**config.mk**
```make
export PLATFORM = sky130hd
export DESIGN_NAME = pipe_hazard_ctrl
export DESIGN_NICKNAME = d
export VERILOG_FILES = /design/src/rtl/pipe_hazard_ctrl_pkg.sv /design/src/rtl/hz_loaduse_det.sv /design/src/rtl/pipe_hazard_ctrl.sv
export SDC_FILE = /design/constraint.sdc
export NUM_CORES = 1
export LEC_CHECK = 0
export ABC_AREA = 1
export CAP_MARGIN = 10
export CORE_ASPECT_RATIO = 1.25
export CORE_UTILIZATION = 50
export CTS_CLUSTER_DIAMETER = 30
export DETAILED_ROUTE_END_ITERATION = 16
export PLACE_DENSITY = 0.84
export SYNTH_ARGS = -nofsm -noshare
export SYNTH_HDL_FRONTEND = slang
export SYNTH_SLANG_ARGS = --single-unit
```
**constraint.sdc**
```tcl
create_clock -name clk -period 2.48 [get_ports clk]
set_input_delay 0.496 -clock clk [delete_from_list [all_inputs] [get_ports clk]]
set_output_delay 0.496 -clock clk [all_outputs]
set_load 0.01 [all_outputs]
```
**src/rtl/pipe_hazard_ctrl_pkg.sv**
```systemverilog
// Shared types and defaults for the pipeline hazard/stall sequencer.
package pipe_hazard_ctrl_pkg;

  localparam int unsigned REG_IDX_W         = 5;
  localparam int unsigned CNT_W_DEFAULT     = 32;
  localparam int unsigned DRAIN_MAX_DEFAULT = 64;

  typedef enum logic [1:0] {
    RUN       = 2'd0,
    DRAIN     = 2'd1,
    TRAP_WAIT = 2'd2
  } hz_state_e;

  typedef enum logic [1:0] {
    PC_SEQ     = 2'd0,
    PC_BR      = 2'd1,
    PC_TRAP    = 2'd2,
    PC_REFETCH = 2'd3
  } pc_sel_e;

  // One bit per pipeline register, IF first.
  typedef struct packed {
    logic if_s;
    logic id_s;
    logic exe_s;
    logic mem_s;
  } stage_vec_t;

  localparam stage_vec_t STAGES_NONE = '{if_s: 1'b0, id_s: 1'b0, exe_s: 1'b0, mem_s: 1'b0};
  localparam stage_vec_t STAGES_ALL  = '{if_s: 1'b1, id_s: 1'b1, exe_s: 1'b1, mem_s: 1'b1};

  // A holding stage forces every earlier stage to hold as well.
  function automatic stage_vec_t chain_hold(input stage_vec_t h);
    stage_vec_t r;
    r.mem_s = h.mem_s;
    r.exe_s = h.exe_s | r.mem_s;
    r.id_s  = h.id_s  | r.exe_s;
    r.if_s  = h.if_s  | r.id_s;
    return r;
  endfunction

  function automatic logic pipe_empty(input logic exe_v, input logic mem_v,
                                      input logic wb_v, input logic mem_bsy);
    return !exe_v && !mem_v && !wb_v && !mem_bsy;
  endfunction

endpackage

```
**src/rtl/hz_loaduse_det.sv**
```systemverilog
// Load-use hazard comparator: a load in EXE feeding a source operand read in ID.
module hz_loaduse_det
  import pipe_hazard_ctrl_pkg::*;
(
  input  logic                 id_valid_i,
  input  logic                 id_rs1_en_i,
  input  logic                 id_rs2_en_i,
  input  logic [REG_IDX_W-1:0] id_rs1_i,
  input  logic [REG_IDX_W-1:0] id_rs2_i,
  input  logic                 exe_valid_i,
  input  logic                 exe_rd_en_i,
  input  logic                 exe_mem_read_i,
  input  logic [REG_IDX_W-1:0] exe_rd_i,
  output logic                 lu_o
);

  logic load_writes;
  logic rs1_hit;
  logic rs2_hit;

  // x0 is never a real producer.
  assign load_writes = exe_valid_i && exe_mem_read_i && exe_rd_en_i &&
                       (exe_rd_i != REG_IDX_W'(0));
  assign rs1_hit     = id_rs1_en_i && (id_rs1_i == exe_rd_i);
  assign rs2_hit     = id_rs2_en_i && (id_rs2_i == exe_rd_i);
  assign lu_o        = id_valid_i && load_writes && (rs1_hit || rs2_hit);

endmodule

```
**src/rtl/pipe_hazard_ctrl.sv**
```systemverilog
// Central stall/flush sequencer for the 5-stage pipeline; owns fence.i drain
// and trap-wait sequencing plus the stall-cycle counter and drain watchdog.
module pipe_hazard_ctrl
  import pipe_hazard_ctrl_pkg::*;
#(
  parameter int unsigned CNT_W     = CNT_W_DEFAULT,
  parameter int unsigned DRAIN_MAX = DRAIN_MAX_DEFAULT
) (
  input  logic                 clk,
  input  logic                 rst,
  input  logic                 id_valid,
  input  logic                 id_rs1_en,
  input  logic                 id_rs2_en,
  input  logic [REG_IDX_W-1:0] id_rs1,
  input  logic [REG_IDX_W-1:0] id_rs2,
  input  logic                 id_fence_i,
  input  logic                 exe_valid,
  input  logic                 exe_rd_en,
  input  logic [REG_IDX_W-1:0] exe_rd,
  input  logic                 exe_mem_read,
  input  logic                 exe_busy,
  input  logic                 exe_fw_valid,
  input  logic                 exe_redirect,
  input  logic                 mem_valid,
  input  logic                 wb_valid,
  input  logic                 mem_busy,
  input  logic                 if_busy,
  input  logic                 trap_req,
  output logic                 if_ready,
  output logic                 id_ready,
  output logic                 exe_ready,
  output logic                 mem_ready,
  output logic                 if_flush,
  output logic                 id_flush,
  output logic                 exe_flush,
  output logic                 mem_flush,
  output logic [1:0]           pc_sel,
  output logic [CNT_W-1:0]     stall_cnt,
  output logic                 timeout_err
);

  localparam int unsigned DC_W = $clog2(DRAIN_MAX + 1);

  hz_state_e        state_q, state_d;
  logic [CNT_W-1:0] stall_cnt_q, stall_cnt_d;
  logic [DC_W-1:0]  drain_cnt_q, drain_cnt_d, drain_cnt_inc;
  logic             timeout_q, timeout_d;

  stage_vec_t hold_raw;
  stage_vec_t hold;
  stage_vec_t flush;
  pc_sel_e    pc_sel_d;
  logic       lu;
  logic       drained;

  hz_loaduse_det u_lu (
    .id_valid_i     (id_valid),
    .id_rs1_en_i    (id_rs1_en),
    .id_rs2_en_i    (id_rs2_en),
    .id_rs1_i       (id_rs1),
    .id_rs2_i       (id_rs2),
    .exe_valid_i    (exe_valid),
    .exe_rd_en_i    (exe_rd_en),
    .exe_mem_read_i (exe_mem_read),
    .exe_rd_i       (exe_rd),
    .lu_o           (lu)
  );

  assign drained = pipe_empty(exe_valid, mem_valid, wb_valid, mem_busy);

  // Next-state and per-stage hold/flush decision, highest priority first.
  always_comb begin
    state_d  = state_q;
    hold_raw = STAGES_NONE;
    flush    = STAGES_NONE;
    pc_sel_d = PC_SEQ;

    if (rst) begin
      flush   = STAGES_ALL;
      state_d = RUN;
    end else begin
      unique case (state_q)
        RUN: begin
          if (trap_req && mem_busy) begin
            hold_raw.mem_s = 1'b1;
            state_d        = TRAP_WAIT;
          end else if (trap_req) begin
            flush    = STAGES_ALL;
            pc_sel_d = PC_TRAP;
          end else if (mem_busy) begin
            hold_raw.mem_s = 1'b1;
          end else if (exe_busy || !exe_fw_valid) begin
            hold_raw.exe_s = 1'b1;
            flush.mem_s    = 1'b1;
          end else if (exe_redirect) begin
            flush.if_s = 1'b1;
            flush.id_s = 1'b1;
            pc_sel_d   = PC_BR;
          end else if (lu) begin
            hold_raw.id_s = 1'b1;
            flush.exe_s   = 1'b1;
          end else if (id_valid && id_fence_i) begin
            hold_raw.id_s = 1'b1;
            flush.exe_s   = 1'b1;
            state_d       = DRAIN;
          end else if (if_busy) begin
            hold_raw.if_s = 1'b1;
            flush.id_s    = 1'b1;
          end
        end

        DRAIN: begin
          if (trap_req && mem_busy) begin
            hold_raw.mem_s = 1'b1;
            state_d        = TRAP_WAIT;
          end else if (trap_req) begin
            flush    = STAGES_ALL;
            pc_sel_d = PC_TRAP;
            state_d  = RUN;
          end else if (drained) begin
            // fence.i leaves ID into EXE while the front end refetches.
            flush.if_s = 1'b1;
            flush.id_s = 1'b1;
            pc_sel_d   = PC_REFETCH;
            state_d    = RUN;
          end else begin
            hold_raw.id_s = 1'b1;
            flush.exe_s   = 1'b1;
          end
        end

        TRAP_WAIT: begin
          if (!mem_busy) begin
            flush    = STAGES_ALL;
            pc_sel_d = PC_TRAP;
            state_d  = RUN;
          end else begin
            hold_raw.mem_s = 1'b1;
          end
        end

        default: state_d = RUN;
      endcase
    end
  end

  // A flushed stage never reports ready.
  assign hold      = chain_hold(hold_raw);
  assign if_ready  = !hold.if_s  && !flush.if_s;
  assign id_ready  = !hold.id_s  && !flush.id_s;
  assign exe_ready = !hold.exe_s && !flush.exe_s;
  assign mem_ready = !hold.mem_s && !flush.mem_s;
  assign if_flush  = flush.if_s;
  assign id_flush  = flush.id_s;
  assign exe_flush = flush.exe_s;
  assign mem_flush = flush.mem_s;
  assign pc_sel    = 2'(pc_sel_d);

  // Counter and watchdog next-state.
  always_comb begin
    stall_cnt_d = stall_cnt_q;
    if (!if_ready && (stall_cnt_q != {CNT_W{1'b1}})) begin
      stall_cnt_d = stall_cnt_q + CNT_W'(1);
    end

    drain_cnt_inc = drain_cnt_q;
    if ((state_q != RUN) && (drain_cnt_q != DC_W'(DRAIN_MAX))) begin
      drain_cnt_inc = drain_cnt_q + DC_W'(1);
    end
    drain_cnt_d = (state_d == RUN) ? DC_W'(0) : drain_cnt_inc;

    timeout_d = timeout_q ||
                ((state_q != RUN) && (drain_cnt_inc == DC_W'(DRAIN_MAX)));
  end

  always_ff @(posedge clk) begin
    if (rst) begin
      state_q     <= RUN;
      stall_cnt_q <= '0;
      drain_cnt_q <= '0;
      timeout_q   <= 1'b0;
    end else begin
      state_q     <= state_d;
      stall_cnt_q <= stall_cnt_d;
      drain_cnt_q <= drain_cnt_d;
      timeout_q   <= timeout_d;
    end
  end

  assign stall_cnt   = stall_cnt_q;
  assign timeout_err = timeout_q;

endmodule

```
==> results of run 1 <==
[metal layers]
metal	vias to the layer above	wire length, microns
met5	-	0
met4	0	258
met3	18	393
met2	104	4510
met1	1574	3500
li1	1729	-
[logic make-up after synthesis]
family | Yosys count | share of synthesized area
XOR/XNOR | 32 | 0.0911
flip-flops | 42 | 0.273
AO/OA/AOI/OAI | 38 | 0.0740
AND/OR/NAND/NOR | 295 | 0.445
buffers and inverters | 76 | 0.104
adder cells (fa/ha/maj) | 3 | 0.0122
[layout make-up]
cell class	count	area (sq um)
tap	82	103
clock inverter	2	12.5
clock buffer	6	82.6
fill	508	1710
inverter	63	239
sequential	42	841
multi-input combinational	368	1990
timing repair buffer	95	883
[worst max-delay path: cells and delay by family]
kind	cells	cell delay, ps
buffers and inverters	4	880
and+or+nand+nor	5	510
[flip-flops by register name, summed over array words and instances, names as in the netlist]
register / cells
state_q: 2
drain_cnt_q: 7
stall_cnt: 32
timeout_err: 1
[cell usage in the layout, fill, tap and decap left out, types with 2 or more instances in the layout]
cell	n
a21oi_1	24
a21oi_2	10
and3_1	2
buf_4	20
clkbuf_2	4
clkbuf_8	6
clkdlybuf4s50_1	47
dfxtp_1	42
dlygate4sd2_1	14
dlymetal6s2s_1	8
ha_1	3
inv_1	52
inv_2	10
nand2_1	112
nand2_2	17
nand3_1	51
nand3_2	2
nand3b_1	3
nand4_1	11
nor2_1	61
nor2_2	5
nor2_4	3
nor3_1	13
nor3_2	3
nor3b_1	2
nor4_1	3
o21ai_0	2
o21ai_1	2
xnor2_1	12
xor2_1	20
[power breakdown]
group	internal [mW]	switching [mW]
logic	0.111	0.135
registers	0.681	0.00985
clock network	0.224	0.245
[final timing paths]
kind	endpoint	slack (ps)
setup / recovery	if_flush	110
hold / removal	stall_cnt[31]	500
setup reg to reg	stall_cnt[1]	350
hold reg to reg	stall_cnt[31]	500
[synthesized netlist by cell type, types with 2 or more instances]
library cell and instances:
clkbuf_1 6, inv_2 7, nand3_1 53, nor4_1 4, ha_1 3, nor3_1 13, nor3_2 3, nand2_1 117
buf_2 4, nand4_1 11, and3_1 2, inv_1 55, nand3b_1 3, a21oi_1 24, xnor2_1 12, dfxtp_1 42
nor3b_1 2, nor2_1 66, o21ai_0 2, a21oi_2 10, o21ai_1 2, xor2_1 20, nand2_2 13, nor2_2 2
[per-stage QoR]
stage	power (mW)	hold WS [ps]	area, sq um
final	1.40	498	4150
after global routing	1.47	524	4150
after CTS	1.41	499	4120
after detailed placement	0.954	483	3990
after global placement	0.948	469	3990
after floorplan	0.834	499	3080
[timing repair]
item | CTS | global route
endpoints found under the setup margin | 10 | 36
hold buffers | 0 | 0
buffers inserted | 0 | 1
cloned | 0 | 0
gates resized for setup | 39 | 22
pin swaps | 0 | 11
==> implementation parameters, run 1 <==
Parameter                              Value

Outcome
  Status    finished, final reports clean

Clock network
  Source-to-sink clock delay at the later pin of the worst-skew pair    300 ps
  Clock Tree Root    clkbuf_8
  TritonCTS clock tree    built
  Clock-pin slew on the worst setup and hold paths    80 ps
  Clock H-tree levels    2
  Maximum root-to-sink buffer count    2
  Clock buffers created by TritonCTS    5
  Total clock sinks    42

STA
  Slew of the pin with the lowest slew margin    526 ps
  Worst-case headroom to the max-slew limit    0.646
  Final Hold Vio Count    0
  Clk_skew    approximately 5.6 ps
  Final worst path period share    0.956
  Number of max-slew violations in the final report    0
  FMAX    around 420 MHz
  Setup violators final    0
  Setup TNS    0 ps
  Smallest setup slack after layout    roughly 110 ps
  Post-layout min period    2370 ps

Yosys
  Async set-reset flop share out of synthesis    0
  Cell type with the highest aggregate area in the netlist    dfxtp_1
  Number of warnings issued by yosys    0
  Instance count of the mapped netlist    a little under 500
  Prevailing post-synth register cell    dfxtp_1
  Mapped Nets    521
  Fraction of the yosys area taken by sequential cells    0.273
  Mapped Area    3080 sq um
  Share of Yosys cell area claimed by the top area cell type    0.273
  EDFF count, synth    0
  Total of flip-flops plus latches after synthesis    42
  Cell variety after synth    34
  Cell types occupying the most area after synthesis    dfxtp_1 (27%), nand2_1 (14%), nand3_1 (8.6%), nor2_1 (8.1%), inv_1 (6.7%)
  Mean cell area of the mapped netlist    6.33 sq um

Setup path
  Critical register-to-register path startpoint    state_q[0]
  Critical-path cell with the highest stage delay    clkdlybuf4s50_1
  Worst R2R Path Depth    13
  Start point of the critical path    exe_fw_valid
  Data arrival, critical path    between 1500 and 2000 ps
  Slowest stage delay, CP    460 ps
  Worst setup path class    input pin to primary output
  Nature of the critical path endpoint    primary output
  Startpoint Class    input pin
  Cells traversed along the worst timing path    clkdlybuf4s50_1 > inv_1 > nor2_1 > nand2_2 > nor2_2 > nand2_1 > nand3_2 > buf_4 > dlygate4sd2_1
  Crit Path Max Fanout    3
  CP Data Required Time    1980 ps

Global routing
  Met1 track demand over resource in global routing    0.298
  Overall routing resource usage    0.274
  Number of antenna violations at the first check in global routing    0
  Gr busiest metal    met2
  Via count of the first global-routing pass    3228
  GR Util met2    0.529
  Global-route wire length before repair    approximately 14000 microns
  Met3 Resource Use GR    0.0402
  Largest net degree at the start of global routing    36
  Overall overflow remaining after global route    0

Cells and area
  Number of antenna cells inserted    0
  Final standard cell utilization of the core    0.708
  Area Growth Syn to Fin    34.9%
  Post-route non-filler standard cell count    658
  # nets final    slightly above 600
  Ratio of cells with drive above 1 in the final layout    0.160

Floorplanning
  Die ar.    6470 sq um
  Die W    just over 70 microns
  Starting Density    0.525
  Die outline height    89.7 microns
  CORE AREA    5860 sq um
  Standard-cell rows    31
  I/O pins    75

Routing
  First-pass iteration count of the detailed router    5
  Via density per instance    ~5.2
  Detail-routed net length per standard cell    13.2 microns
  Routed WL    8660 microns
  Iteration-0 DRC count of the detailed router    117
  Via Count    3425
  DRC violations left    0
  Final antenna-violating net count    0

Power
  Power per cell area    ~340 nW/um^2
  Leakage dissipation    around 1.8 nW
  Maximum ir drop on the vdd rail    roughly 0.26 mV

Hold path
  Worst hold-check path type    flop to flop
  Beginning of the worst hold path    stall_cnt[31]
  Number of cells on the worst hold path    2

Placed design
  Worst setup slack after placement    -411 ps
  Post-placement cell count    about 650
  Final GP Congestion    0.988
  Number of port buffers    74
  Estimated wirelength of the detail-placed design    between 6000 and 7000 microns

Job
  Reported max-cap violation count    0
Note: power is estimated with default switching activity, not from simulation.
==> run 2: changes to the inputs <==
- CORE_UTILIZATION: 50 -> 45
- PLACE_DENSITY: 0.84 -> 0.8
- clock period: 2.48 -> 2.08 ns (I/O delays scaled with it)
==> implementation parameters, run 2 (synthesized netlist as in run 1, its figures left out) <==
Parameter                              Value

Outcome
  Status    finished, final reports clean (unchanged)

Floorplanning
  Standard-cell rows    33 (was 31)
  CORE AREA    6570 sq um (was 5860 sq um)
  Die outline height    94.4 microns (was 89.7 microns)
  Starting Density    0.468 (was 0.525)
  Die ar.    7170 sq um (was 6470 sq um)
  Die W    75.9 microns (was 72.1 microns)
  I/O pins    75 (unchanged)

Power
  Final Total Pwr    1.66 mW (was 1.40 mW)
  Maximum ir drop on the vdd rail    0.263 mV (about the same)
  Leakage dissipation    1.83 nW (was 1.77 nW)
  Power per cell area    388 nW/um^2 (was 339 nW/um^2)

STA
  Setup TNS    0 ps (unchanged)
  FMAX    a little under 500 MHz
  Number of max-slew violations in the final report    0 (unchanged)
  Post-layout min period    2010 ps
  Final worst path period share    0.968
  Slew of the pin with the lowest slew margin    525 ps (was 526 ps)
  Worst hold margin    437 ps (was 498 ps)
  Worst-case headroom to the max-slew limit    0.647 (was 0.646)
  Clk_skew    6.93 ps (was 5.63 ps)
  Setup violators final    0 (unchanged)
  Final Hold Vio Count    0 (unchanged)

Cells and area
  Largest register FFs    32 (unchanged)
  FF+latch area    845 sq um (was 841 sq um)
  Post-route non-filler standard cell count    676 (was 658)
  Area taken by multi-input logic gates    2030 sq um (was 1990 sq um)
  Leading cell type in the layout, fill and taps excluded    nand2_1 (unchanged)
  # nets final    625 (was 610)
  Final standard cell utilization of the core    0.652 (was 0.708)
  Ratio of cells with drive above 1 in the final layout    0.226 (was 0.160)
  Area Growth Syn to Fin    39.3% (was 34.9%)
  Number of antenna cells inserted    0 (unchanged)
  Filler cell count in the final layout    582 (was 508)
  Most used cells in the layout excluding fill and tap cells    nand2_1 (111), nor2_1 (55), nand3_1 (51) (was nand2_1 (112), nor2_1 (61), inv_1 (52))

Routing
  Detailed-route wire length on metal 1    3620 microns (was 3500 microns)
  WL met3    356 microns (was 393 microns)
  Top Metal Used    met4 (unchanged)
  Via Count    3517 (was 3425)
  First-pass iteration count of the detailed router    4 (was 5)
  Routed WL    9070 microns (was 8660 microns)
  Iteration-0 DRC count of the detailed router    105 (was 117)
  Detail-routed net length per standard cell    13.4 microns (was 13.2 microns)
  Final antenna-violating net count    0 (unchanged)
  DRC violations left    0 (unchanged)
  Routed length on met2    4790 microns (was 4510 microns)
  Via density per instance    5.20 (was 5.21)

Clock network
  Source-to-sink clock delay at the later pin of the worst-skew pair    290 ps (was 300 ps)
  Hold buffers post-CTS    0 (unchanged)
  Clock Tree Root    clkbuf_8 (unchanged)
  Clock-pin slew on the worst setup and hold paths    70 ps (was 80 ps)
  Total clock sinks    42 (unchanged)
  Clock H-tree levels    2 (unchanged)
  Clock buffers created by TritonCTS    5 (unchanged)
  Maximum root-to-sink buffer count    2 (unchanged)
  TritonCTS clock tree    built (unchanged)

Global routing
  Overall routing resource usage    0.262 (was 0.274)
  Via count of the first global-routing pass    3475 (was 3228)
  Largest net degree at the start of global routing    36 (unchanged)
  Global-route wire length before repair    15200 microns (was 14100 microns)
  Number of antenna violations at the first check in global routing    0 (unchanged)
  Overall overflow remaining after global route    0 (unchanged)

Setup path
  Nature of the critical path endpoint    primary output (unchanged)
  Worst setup path class    input pin to primary output (unchanged)
  Data arrival, critical path    1600 ps (was 1880 ps)
  Crit Path Max Fanout    2 (was 3)
  CP Data Required Time    1660 ps (was 1980 ps)
  Startpoint Class    input pin (unchanged)

Job
  Reported max-cap violation count    0 (unchanged)

Placed design
  Post-placement cell count    667 (was 649)
  Estimated wirelength of the detail-placed design    6650 microns (was 6460 microns)
  Number of port buffers    74 (unchanged)
  Final GP Congestion    0.936 (was 0.988)

Hold path
  Worst hold-check path type    input pin to flop (was flop to flop)
[run 2: power by group]
part	switching, mW	internal [mW]	leakage [nW]	total (mW)
Combinational	0.174	0.145	1.44	0.319
Sequential	0.0121	0.813	0.340	0.825
Clock	0.263	0.256	0.0431	0.519
Total	0.449	1.21	1.83	1.66
[run 2: timing repair]
item,CTS,global route
buffers inserted,0,2
gates resized for setup,85,47
pin swaps,25,20
cloned,1,0
setup endpoints to repair,42,40
[run 2: through the flow]
stage / cell area, sq um / setup slack, ps
finish: 4280 / 67.3
floorplan: 3080 / 144
CTS: 4240 / -3.57
global placement: 4090 / -615
global route: 4280 / -19.4
detailed placement: 4090 / -642
[run 2: path summary, 6_finish.rpt]
kind	start	end	slack [ps]	cells after the start
max	mem_valid	pc_sel[1]	70	8
min	mem_busy	state_q[1]	440	3
max reg2reg	state_q[0]	stall_cnt[1]	170	14
min reg2reg	timeout_err	timeout_err	490	2
[run 2: layout make-up]
type,count,area share
repair buffers,110,0.229
multi-input cells,368,0.474
inverters,63,0.0558
flip-flops and latches,42,0.197
well taps,87,0.0254
clock buffers,6,0.0193
[run 2: critical path, cell delays in order]
cell	delay, ps
dlygate4sd2_1	240
nor2_2	180
nand2_2	100
nor2_4	150
nor2_4	60
buf_4	140
nor2_1	90
clkdlybuf4s15_2	230
[run 2: metal layers]
metal	vias to the layer above	track usage
li1	1757	-
met1	1631	0.277
met2	103	0.517
met3	26	0.0329
met4	0	0.123
met5	-	0
